File: src/rtl/irq_sched_pkg.sv
// Shared types for the interrupt scheduler: FSM state encoding and core-index sizing.
// Pure declarations; no logic, no timing.
package irq_sched_pkg;

    typedef enum logic [1:0] {
        ST_IDLE     = 2'd0,
        ST_WAIT_ACK = 2'd1,
        ST_CLEAR    = 2'd2,
        ST_HOLDOFF  = 2'd3
    } state_t;

    // Index width for n cores; a single core still needs one bit.
    function automatic int id_width(input int n);
        return (n <= 2) ? 1 : $clog2(n);
    endfunction

endpackage

File: src/rtl/irq_scheduler_if.sv
// Core-request / host-service bundle of the interrupt scheduler.
// master = scheduler side, slave = cores plus host side.
interface irq_scheduler_if #(
    parameter int N_CORES    = 4,
    parameter int ID_W       = 2,
    parameter int STAT_WIDTH = 16
);
    logic [N_CORES-1:0]    int_req_n;
    logic                  host_ack;
    logic [STAT_WIDTH-1:0] host_clear;
    logic [STAT_WIDTH-1:0] host_mask;
    logic                  host_irq;
    logic [ID_W-1:0]       host_id;
    logic [N_CORES-1:0]    en_clear;
    logic [STAT_WIDTH-1:0] clear;
    logic [STAT_WIDTH-1:0] mask;
    logic                  timeout;
    logic                  busy;

    modport master (
        input  int_req_n, host_ack, host_clear, host_mask,
        output host_irq, host_id, en_clear, clear, mask, timeout, busy
    );

    modport slave (
        output int_req_n, host_ack, host_clear, host_mask,
        input  host_irq, host_id, en_clear, clear, mask, timeout, busy
    );
endinterface

File: src/rtl/rr_arbiter.sv
// Round-robin pick of the first pending core above last_id, wrapping to core 0.
// Purely combinational; the caller registers the result.
module rr_arbiter #(
    parameter int N_CORES = 4,
    parameter int ID_W    = 2
) (
    input  logic [N_CORES-1:0] pending,
    input  logic [ID_W-1:0]    last_id,
    output logic               found,
    output logic [ID_W-1:0]    next_id
);

    logic            w_hi_found;
    logic [ID_W-1:0] w_hi_id;
    logic            w_lo_found;
    logic [ID_W-1:0] w_lo_id;

    // Descending scan: the last hit is the lowest index, both overall and above last_id.
    always_comb begin
        w_hi_found = 1'b0;
        w_hi_id    = '0;
        w_lo_found = 1'b0;
        w_lo_id    = '0;
        for (int i = N_CORES - 1; i >= 0; i--) begin
            if (pending[i]) begin
                w_lo_found = 1'b1;
                w_lo_id    = ID_W'(i);
                if (i > int'(last_id)) begin
                    w_hi_found = 1'b1;
                    w_hi_id    = ID_W'(i);
                end
            end
        end
    end

    assign found   = w_lo_found;
    assign next_id = w_hi_found ? w_hi_id : w_lo_id;

endmodule

File: src/rtl/irq_scheduler.sv
// Round-robin interrupt scheduler: grant 1 cycle after request, clear strobe 1 cycle after ack,
// HOLDOFF_CYC-cycle holdoff; a silent host is abandoned after TMO_CYCLES.
module irq_scheduler
    import irq_sched_pkg::*;
#(
    parameter int N_CORES     = 4,
    parameter int ID_W        = id_width(N_CORES),
    parameter int STAT_WIDTH  = 16,
    parameter int TMO_CYCLES  = 1024,
    parameter int HOLDOFF_CYC = 2
) (
    input  logic            clk,
    input  logic            rst_a,
    irq_scheduler_if.master bus
);

    localparam int TMO_W = $clog2(TMO_CYCLES);
    localparam int HO_W  = $clog2(HOLDOFF_CYC + 1);
    localparam logic [TMO_W-1:0] TMO_LAST = TMO_W'(TMO_CYCLES - 1);
    localparam logic [HO_W-1:0]  HO_LAST  = HO_W'(HOLDOFF_CYC - 1);

    state_t                r_state;
    logic [ID_W-1:0]       r_last_id;
    logic [ID_W-1:0]       r_host_id;
    logic                  r_host_irq;
    logic [N_CORES-1:0]    r_en_clear;
    logic [STAT_WIDTH-1:0] r_clear;
    logic [STAT_WIDTH-1:0] r_mask;
    logic                  r_timeout;
    logic                  r_busy;
    logic [TMO_W-1:0]      r_tmo_cnt;
    logic [HO_W-1:0]       r_ho_cnt;

    logic                  w_found;
    logic [ID_W-1:0]       w_next_id;
    logic [N_CORES-1:0]    w_grant_oh;

    rr_arbiter #(
        .N_CORES (N_CORES),
        .ID_W    (ID_W)
    ) u_arb (
        .pending (~bus.int_req_n),
        .last_id (r_last_id),
        .found   (w_found),
        .next_id (w_next_id)
    );

    assign w_grant_oh = N_CORES'(1) << r_host_id;

    always_ff @(posedge clk or negedge rst_a) begin
        if (!rst_a) begin
            r_state    <= ST_IDLE;
            r_last_id  <= ID_W'(N_CORES - 1);
            r_host_id  <= '0;
            r_host_irq <= 1'b0;
            r_en_clear <= '0;
            r_clear    <= '0;
            r_mask     <= '0;
            r_timeout  <= 1'b0;
            r_busy     <= 1'b0;
            r_tmo_cnt  <= '0;
            r_ho_cnt   <= '0;
        end else begin
            r_en_clear <= '0;
            r_timeout  <= 1'b0;
            case (r_state)
                ST_IDLE: begin
                    if (w_found) begin
                        r_host_id  <= w_next_id;
                        r_last_id  <= w_next_id;
                        r_host_irq <= 1'b1;
                        r_tmo_cnt  <= '0;
                        r_busy     <= 1'b1;
                        r_state    <= ST_WAIT_ACK;
                    end
                end
                ST_WAIT_ACK: begin
                    // Ack is checked first so it wins over an expiring timeout.
                    if (bus.host_ack) begin
                        r_clear    <= bus.host_clear;
                        r_mask     <= bus.host_mask;
                        r_host_irq <= 1'b0;
                        r_en_clear <= w_grant_oh;
                        r_state    <= ST_CLEAR;
                    end else if (r_tmo_cnt == TMO_LAST) begin
                        r_timeout  <= 1'b1;
                        r_host_irq <= 1'b0;
                        r_ho_cnt   <= '0;
                        r_state    <= ST_HOLDOFF;
                    end else begin
                        r_tmo_cnt <= r_tmo_cnt + TMO_W'(1);
                    end
                end
                ST_CLEAR: begin
                    r_ho_cnt <= '0;
                    r_state  <= ST_HOLDOFF;
                end
                ST_HOLDOFF: begin
                    // Gives the cleared core time to deassert its stale request.
                    if (r_ho_cnt == HO_LAST) begin
                        r_busy  <= 1'b0;
                        r_state <= ST_IDLE;
                    end else begin
                        r_ho_cnt <= r_ho_cnt + HO_W'(1);
                    end
                end
                default: begin
                    r_busy     <= 1'b0;
                    r_host_irq <= 1'b0;
                    r_state    <= ST_IDLE;
                end
            endcase
        end
    end

    assign bus.host_irq = r_host_irq;
    assign bus.host_id  = r_host_id;
    assign bus.en_clear = r_en_clear;
    assign bus.clear    = r_clear;
    assign bus.mask     = r_mask;
    assign bus.timeout  = r_timeout;
    assign bus.busy     = r_busy;

    a_en_clear_onehot: assert property (@(posedge clk) disable iff (!rst_a)
        $onehot0(r_en_clear));
    a_no_clear_on_timeout: assert property (@(posedge clk) disable iff (!rst_a)
        !(r_timeout && (|r_en_clear)));
    a_irq_implies_busy: assert property (@(posedge clk) disable iff (!rst_a)
        r_host_irq |-> r_busy);

endmodule

File: src/flat_wrapper.sv
// flat-port wrapper written by rule: the top's interface ports become plain ports
module irq_scheduler_flat import irq_sched_pkg::*;
#(
    parameter int N_CORES     = 4,
    parameter int ID_W        = id_width(N_CORES),
    parameter int STAT_WIDTH  = 16,
    parameter int TMO_CYCLES  = 1024,
    parameter int HOLDOFF_CYC = 2
)
  (clk, rst_a, bus_int_req_n, bus_host_ack, bus_host_clear, bus_host_mask, bus_host_irq, bus_host_id, bus_en_clear, bus_clear, bus_mask, bus_timeout, bus_busy);
  irq_scheduler_if #(.N_CORES(N_CORES), .ID_W(ID_W), .STAT_WIDTH(STAT_WIDTH)) bus_i ();
  input  logic clk;
  input  logic rst_a;
  input wire logic [$bits(bus_i.int_req_n)-1:0] bus_int_req_n;
  input wire logic [$bits(bus_i.host_ack)-1:0] bus_host_ack;
  input wire logic [$bits(bus_i.host_clear)-1:0] bus_host_clear;
  input wire logic [$bits(bus_i.host_mask)-1:0] bus_host_mask;
  output wire logic [$bits(bus_i.host_irq)-1:0] bus_host_irq;
  output wire logic [$bits(bus_i.host_id)-1:0] bus_host_id;
  output wire logic [$bits(bus_i.en_clear)-1:0] bus_en_clear;
  output wire logic [$bits(bus_i.clear)-1:0] bus_clear;
  output wire logic [$bits(bus_i.mask)-1:0] bus_mask;
  output wire logic [$bits(bus_i.timeout)-1:0] bus_timeout;
  output wire logic [$bits(bus_i.busy)-1:0] bus_busy;
  assign bus_i.int_req_n = bus_int_req_n;
  assign bus_i.host_ack = bus_host_ack;
  assign bus_i.host_clear = bus_host_clear;
  assign bus_i.host_mask = bus_host_mask;
  assign bus_host_irq = bus_i.host_irq;
  assign bus_host_id = bus_i.host_id;
  assign bus_en_clear = bus_i.en_clear;
  assign bus_clear = bus_i.clear;
  assign bus_mask = bus_i.mask;
  assign bus_timeout = bus_i.timeout;
  assign bus_busy = bus_i.busy;
  irq_scheduler #(.N_CORES(N_CORES), .ID_W(ID_W), .STAT_WIDTH(STAT_WIDTH), .TMO_CYCLES(TMO_CYCLES), .HOLDOFF_CYC(HOLDOFF_CYC)) u_core (.clk(clk), .rst_a(rst_a), .bus(bus_i));
endmodule
File: config.mk
export PLATFORM = sky130hd
export DESIGN_NAME = irq_scheduler_flat
export DESIGN_NICKNAME = d
export VERILOG_FILES = /design/src/rtl/irq_sched_pkg.sv /design/src/rtl/irq_scheduler_if.sv /design/src/rtl/rr_arbiter.sv /design/src/rtl/irq_scheduler.sv /design/src/flat_wrapper.sv
export SDC_FILE = /design/constraint.sdc
export NUM_CORES = 1
export LEC_CHECK = 0
export BUFFER_PORTS_ARGS = -buffer_cell sky130_fd_sc_hd__buf_4
export CORE_MARGIN = 5
export CORE_UTILIZATION = 42
export DETAILED_ROUTE_END_ITERATION = 6
export PLACE_DENSITY = 0.67
export SYNTH_ARGS = -nofsm -noshare
export SYNTH_HDL_FRONTEND = slang
export SYNTH_SLANG_ARGS = --single-unit
File: constraint.sdc
create_clock -name clk -period 2.04 [get_ports clk]
set_input_delay 0.612 -clock clk [delete_from_list [all_inputs] [get_ports clk]]
set_output_delay 0.612 -clock clk [all_outputs]
set_load 0.02 [all_outputs]
======== After elaboration in Yosys (flattened, before gate mapping) ========
Cells that the tools add are included.
W data, S select, Z words.
operators by class
  mux-type cells .......................... 45
  divide/modulo/power cells ............... 0
  reduce and logical (&&, ||, !) cells .... 11
  multipliers ............................. 0
  bitwise gates (word level) .............. 1
  shift operators ......................... 1
  add/subtract/negate cells ............... 2
  equality and inequality tests ........... 12
  $lt $le $gt $ge ......................... 3
operator list
  operator                 number
  $mux W2                  18
  $mux W10                 3
  $pmux W10 S2             1
  $mux W1                  17
  $add A10 B1 Y10 const B  1
  $eq A10 B10 Y1 const B   1
  $reduce_and A3 Y1        3
  $mux W4                  2
  $ne A2 B2 Y1 const B     4
  $pmux W2 S4              1
  $reduce_and A4 Y1        2
  $pmux W2 S3              1
  $eq A2 B1 Y1 const B     2
  $eq A2 B2 Y1 const B     2
  $gt A2 B2 Y1 const A     2
  $ne A2 B1 Y1 const B     2
  $not A4 Y4               1
  $pmux W1 S2              2
  $reduce_and A2 Y1        2
  $reduce_bool A2 Y1       2
  $shl A1 B2 Y4 const A    1
  $ne A3 B2 Y1 const B     1
  $reduce_bool A3 Y1       1
  $add A2 B1 Y2 const B    1
  2 further kinds          2
storage, ports and cells
  register bits after elaboration ......... 57
  input port bits ......................... 39
  logic and storage cells ................. 86
  bits in latches ......................... 0
  RAM bits ................................ 0
  output and inout bits ................... 41
  ROM bits ................................ 0
  memories kept ........................... 0

======== Logic depth before layout (Yosys ltp) ========
Gate-level depths: netlist of the first run.
  word-level depth ........................ 8
  depth in mapped cells ................... 7
  gate-level depth less buffers ........... 6

======== By module ========
From an unflattened synthesis of the first run, not the netlist that was laid out.
second synthesis, totals
  cells, all modules ...................... 209
  area total of the unflattened synthesis .. 2646.3 um^2
by module, submodules not included
  module         cells each  sequential area each (um^2)  times used  area each (um^2)
  irq_scheduler  195         1428.9                       1           2560.0
  rr_arbiter     14          0.0                          1           86.3

======== Worst setup path before layout of the first run ========
No wires, ideal clock.
  path type ............................... register to register
  start ................................... register u_core.r_tmo_cnt[0]
  end ..................................... register u_core.r_state[1]
  path buffers ............................ 0
  path slack .............................. 0.400 ns
  library setup time ...................... 0.127 ns
  data required time ...................... 1.913 ns
  period minus slack after synthesis ...... 1.640 ns
  cell stages (with the launch flop) ...... 6
  arrival time ............................ 1.512 ns
  cells stage by stage .................... dfrtp_1 ha_1 nand4_4 nor3_4 o211a_1 mux2_1
between the ends
  word-level cells in the longest chain between the ends .. 3
ends and longest elaborated chain
  what                                line                 source
  from (decl)                         irq_scheduler.sv:31  logic [TMO_W-1:0] r_tmo_cnt;
  from (signal assigned)              irq_scheduler.sv:91  r_tmo_cnt <= r_tmo_cnt + TMO_W'(1);
  $eq A10 B10 Y1                      irq_scheduler.sv:85  end else if (r_tmo_cnt == TMO_LAST) begin
  $ne A3 B2 Y1 (no source line)       -
  $reduce_and A3 Y1 (no source line)  -
  to (signal assigned)                irq_scheduler.sv:84  r_state <= ST_CLEAR;
  to (signal assigned)                irq_scheduler.sv:89  r_state <= ST_HOLDOFF;
  to (signal assigned)                irq_scheduler.sv:96  r_state <= ST_HOLDOFF;
  to (decl)                           irq_scheduler.sv:22  state_t r_state;
No other way between the ends.
A chain may end at the register's enable or synchronous reset.

======== Worst setup path after layout of the first run ========
  start ................................... register u_core.r_state[1]
  end ..................................... register u_core.r_tmo_cnt[7]
between the ends
  word-level cells in the longest chain between the ends .. 3
  elaborated cells between the ends (all ways) .. 8
  those cells by class .................... eq/ne: 4; mux: 1; reduce/logical: 3
ends and longest elaborated chain
  what                                                                        line                 source
  from (signal assigned)                                                      irq_scheduler.sv:52  r_state <= ST_IDLE;
  from (signal assigned)                                                      irq_scheduler.sv:74  r_state <= ST_WAIT_ACK;
  from (signal assigned)                                                      irq_scheduler.sv:84
  $eq A2 B1 Y1 / $logic_not A2 Y1 (equally long branches)                     irq_scheduler.sv:66  case (r_state)
  $ne A2 B2 Y1 (no source line) / $reduce_bool A2 Y1 (equally long branches)  -
  $reduce_and A4 Y1 (no source line)                                          -
Parallel ways exist; a longest one is shown, timed or not.

==> out/results.txt, run 1 <==
Status - completed
Placed Cells - 444
Full die area - 0.00821 mm²
I/O Buffers - 79
Initial antenna violation count - 0
Max H-tree Level - 3
Final hold violation count - 0
Total clock buffers created by CTS - 9
Xor and xnor area share after synthesis - 0%
GRT overflow - 0
Clk_skew - 8.15 ps
Via density - 5.17
Die Height - 90.6 µm
Largest net degree at the start of global routing - 35
Routed vias - 2367
Largest family of logic cells by synthesized area - simple AND/OR/NAND/NOR gates
Hold Crit Class - in2async
Leak - 1.89 nW
Post-synth top cells - 111 x nand2_1, 55 x dfrtp_1, 12 x nor2_1
Synth area leaders - dfrtp_1 50%, nand2_1 15%, ha_1 2.8%
Clock transition at path regs - 60 ps
Clock Root Buffer - clkbuf_8
Diodes inserted - 0
Post-synthesis register bit count - 57
Top Family by Delay on Critical Path - simple AND/OR/NAND/NOR gates
Mapped Cells - 291
Worst path max stage delay - 400 ps
Synthesized cell area - 0.00273 mm²
DRT iter0 DRCs - 118
Synthesized Nets - 336
Layout cell share with drive strength beyond 1 - 30.4%
Hold buffers post-CTS - 0
Max Fclk - 533 MHz
Synth Area in Simple Gates - 28.0%
WL final - 6.70 mm
Startpoint types - flop
Final setup viols - 0
Buf/Inv on CP - 1
Synthesis Warnings - 0
Routability cong. - 0.879
Cell variety after synth - 49
Post-synthesis compound-gate area fraction - 12.2%
Vias in the first global route - 2367
Area grow syn2layout - 34.1%
Drt wl/cell - 14.6 µm
Clock latency on the worst-skew pair - 320 ps
Power Density - 1460 mW/mm²
Required @ worst endpoint - 2280 ps
Crit path cell chain - inv_1, ha_1, nor2_1, a21o_1, nor4_2, mux2i_1
Predominant post-synthesis flop cell - dfrtp_1
Crit Path Class - reg2reg
Drt drc - 0
Number of synthesized flops with an enable pin - 0
MaxCap Viol Count - 0
Total negative setup slack - 0 ps
GRT Total Usage - 17.0%
Post-route ant nets - 0
Worst-Margin Slew - 385 ps
Unrepaired setup endpoints after global routing - false
Final cell count without fillers - 458
Average size of a mapped cell - 9.37 µm²
Initial Util - 43.0%
Boundary Pins - 80
Area leader, netlist - dfrtp_1
First-pass GRT wire length - 11.4 mm
Pins Over Slew Limit - 0
Area share of the largest cell type after synthesis - 50.5%
Top-count cell post-synth - nand2_1
Max stage delay cell, worst path - dfrtp_1
Arr. time, crit path - 2120 ps
Worst Setup End Kind - flop
Period utilisation layout - 91.9%
Crit path max fanout - 9
Post-DP HPWL - 4.95 mm
Fin crit period - 1870 ps
Die Span X - 90.6 µm
Num rows - 29
Total core area - 0.00635 mm²
Longest Clk Path Bufs - 2
Post-synth ARST share - 100%
Slew margin rel. - 74.1%
CTS Sinks - 57
Max VDD drop - 0.786 mV
CTS tree - yes
DRT Pass-1 Iters - 4
Sequential-to-total area share from yosys stat - 52.4%
Mux contribution to synthesized area - 1.70%
Final nets - 423
Synthesized-area fraction occupied by adder cells - 2.75%
FF-to-FF path depth - 6
Critical path depth in cells - 6
metal layers:
metal	track usage, %	wire length [µm]
met5	0	0
met4	9.31	164
met1	22.2	3070
met3	4.83	505
met2	25.4	2960
layout make-up:
cell class / instances / area, µm²
clock buffers: 11 / 151
clock inverters: 3 / 65.1
fillers: 566 / 2690
inverters: 10 / 37.5
multi-input cells: 214 / 1220
flip-flops and latches: 57 / 1430
well taps: 77 / 96.3
repair buffers: 86 / 658
cell usage in the layout, fill, tap and decap left out, types with 5 or more instances in the layout:
cell / n
a21oi_1: 8
nor2_1: 12
nand2_1: 111
inv_1: 8
a21o_1: 6
nand3_1: 5
buf_4: 85
clkbuf_8: 11
ha_1: 5
dfrtp_1: 55
per-stage QoR:
stage	instance area (µm²)	setup slack, ps	util, %	hold WS, ps	power [W]
after CTS	3660	122	57.6	207	0.00538
after global placement	3440	199	54.2	459	0.00414
after detailed placement	3440	146	54.2	463	0.00420
final	3660	165	57.6	209	0.00533
after global routing	3660	37.2	57.6	235	0.00571
after floorplan	2730	400	-	316	0.00322
state kept, by name, summed over array words and instances (netlist names):
name / flops
u_core.r_last_id: 2
u_core.bus.host_id: 2
u_core.r_state: 2
u_core.r_tmo_cnt: 10
u_core.bus.clear: 16
u_core.bus.host_irq: 1
u_core.bus.mask: 16
u_core.r_ho_cnt: 2
u_core.bus.en_clear: 4
u_core.bus.timeout: 1
u_core.bus.busy: 1
path summary, 6_finish.rpt:
check | start | slack [ps] | endpoint
min reg2reg | u_core.bus.clear[13] | 470 | u_core.bus.clear[13]
max in group asynchronous | rst_a | 1270 | u_core.r_last_id[1]
min | rst_a | 210 | u_core.bus.mask[5]
max reg2reg | u_core.r_state[1] | 170 | u_core.r_tmo_cnt[7]
max | u_core.r_state[1] | 170 | u_core.r_tmo_cnt[7]
min in group clk | bus_host_clear[8] | 470 | u_core.bus.clear[8]
cells by family (layout without fill, tap and decap cells):
family | count (synthesis) | in the layout
muxes | 4 | 4
and+or+nand+nor | 161 | 161
adders and majority gates | 6 | 6
AOI/OAI and AO/OA | 43 | 43
DFF | 57 | 57
buffers and inverters | 20 | 110
power by group:
part	leakage (nW)	switching [W]	internal, W
logic	1.05	0.00138	0.000966
registers	0.727	0.000263	0.00156
clock network	0.111	0.000421	0.000739
total	1.89	0.00206	0.00326
what timing repair did:
| item | in CTS | in global routing |
|---|---|---|
| resized for setup | 0 | 1 |
| endpoints found under the setup margin | 0 | 1 |
| buffers inserted | 0 | 0 |
Power figures use the tool's default switching activity.
==> inputs of run 2 (changes only) <==
==> constraint.sdc (replaced) <==
create_clock -name clk -period 2.04 [get_ports clk]
set_input_delay 0.408 -clock clk [delete_from_list [all_inputs] [get_ports clk]]
set_output_delay 0.408 -clock clk [all_outputs]
set_load 0.02 [all_outputs]
==> out/results.txt, run 2 (synthesized netlist as in run 1, its figures left out) <==
Power Density - 1450 mW/mm²
Via density - 5.09
DRT Pass-1 Iters - 4
Routability cong. - 0.857
Clk_skew - 5.57 ps
Num rows - 29
Unrepaired setup endpoints after global routing - false
Post-route ant nets - 0
Max Fclk - 544 MHz
Crit path max fanout - 6
Top Family by Delay on Critical Path - simple AND/OR/NAND/NOR gates
Die Span X - 90.6 µm
Most frequent cells in the layout - 111 x nand2_1, 84 x buf_4, 55 x dfrtp_1, 12 x nor2_1, 9 x clkbuf_8
Startpoint types - flop
WHS - 119 ps
Initial Util - 43.0%
Boundary Pins - 80
Die Height - 90.6 µm
Worst path max stage delay - 420 ps
Fin crit period - 1840 ps
Hold Crit Class - in2async
Final setup viols - 0
Vias in the first global route - 2290
Most common cell after layout, fill and taps aside - nand2_1
Drt wl/cell - 14.1 µm
Largest net degree at the start of global routing - 58
Setup Fix Bufs, Post-CTS - 0
Final nets - 422
Initial antenna violation count - 0
WL final - 6.49 mm
Area grow syn2layout - 33.7%
First-pass GRT wire length - 11.0 mm
Total negative setup slack - 0 ps
Post-route cell area - 0.00365 mm²
CTS tree - yes
DRT iter0 DRCs - 155
Required @ worst endpoint - 2250 ps
CTS Sinks - 57
Total core area - 0.00635 mm²
Diodes inserted - 0
Routed vias - 2337
Max stage delay cell, worst path - dfrtp_1
Longest Clk Path Bufs - 2
Clock latency on the worst-skew pair - 330 ps
Clock transition at path regs - 60 ps
GRT overflow - 0
Leak - 1.87 nW
Max H-tree Level - 3
Drt drc - 0
Final hold violation count - 0
Arr. time, crit path - 2050 ps
Post-DP HPWL - 4.71 mm
Post-DP Area - 0.00343 mm²
Period utilisation layout - 90.1%
Crit path cell chain - ha_1, nand4_4, nor3_4, o211a_1, mux2_1
Worst-Margin Slew - 732 ps
Pins Over Slew Limit - 0
GRT Total Usage - 16.5%
Slew margin rel. - 51.2%
Worst Setup End Kind - flop
Buf/Inv on CP - 0
Status - completed
Clock Root Buffer - clkbuf_8
Max VDD drop - 0.771 mV
I/O Buffers - 79
Crit Path Class - reg2reg
Filler Cells Inserted - 566
MaxCap Viol Count - 0
Total clock buffers created by CTS - 9
Full die area - 0.00821 mm²
Layout cell share with drive strength beyond 1 - 30.1%
==> run 2: final cells by class <==
cell class / instances / area (µm²) / share of cell area [%]
multi-input cells: 214 / 1220 / 33.5
clock inverters: 5 / 80.1 / 2.20
repair buffers: 85 / 651 / 17.8
inverters: 10 / 37.5 / 1.03
flip-flops and latches: 57 / 1430 / 39.2
clock buffers: 11 / 131 / 3.60
well taps: 77 / 96.3 / 2.64
==> run 2: timing repair <==
item                                    CTS  global route
hold buffers                              0             0
hold endpoints to repair                  0             0
gates resized for setup                   0             1
endpoints found under the setup margin    0             2
==> run 2: path summary, 6_finish.rpt <==
check | cells after the start | end | from | slack, ps
max | 5 | u_core.r_state[1] | u_core.r_tmo_cnt[1] | 200
min | 1 | u_core.bus.mask[5] | rst_a | 120
max reg2reg | 5 | u_core.r_state[1] | u_core.r_tmo_cnt[1] | 200
min reg2reg | 2 | u_core.bus.clear[0] | u_core.bus.clear[0] | 470
max in group asynchronous | 1 | u_core.r_tmo_cnt[1] | rst_a | 1410
min in group clk | 3 | u_core.bus.clear[13] | bus_host_clear[13] | 260
==> run 2: metal layers <==
layer | vias to the layer above | routed length [µm] | GRT usage, %
li1 | 1171 | - | -
met1 | 1071 | 2890 | 21.0
met4 | 0 | 81 | 5.21
met5 | - | 0 | 0
met3 | 8 | 571 | 7.25
met2 | 87 | 2950 | 25.1
==> run 2: power by group <==
part / switching, W / total, W / internal (W)
clock: 0.000440 / 0.00113 / 0.000686
sequential: 0.000269 / 0.00183 / 0.00156
combinational: 0.00135 / 0.00232 / 0.000970
==> run 2: per-stage QoR <==
step                      worst slack (ps)  instances  utilization, %  total power, W
after floorplan                        400        291               -         0.00322
after global placement                 203        443            54.0         0.00413
after detailed placement               128        443            54.0         0.00419
after CTS                              116        459            57.4         0.00534
after global routing                  39.7        459            57.4         0.00567
final                                  202        459            57.4         0.00527
==> run 2: worst register-to-register path: cells and delay by family (launching register included) <==
kind,cells,cell delay (ps)
DFF,1,420
muxes,1,320
adders and majority gates,1,320
and+or+nand+nor,2,460
AOI/OAI and AO/OA,1,200
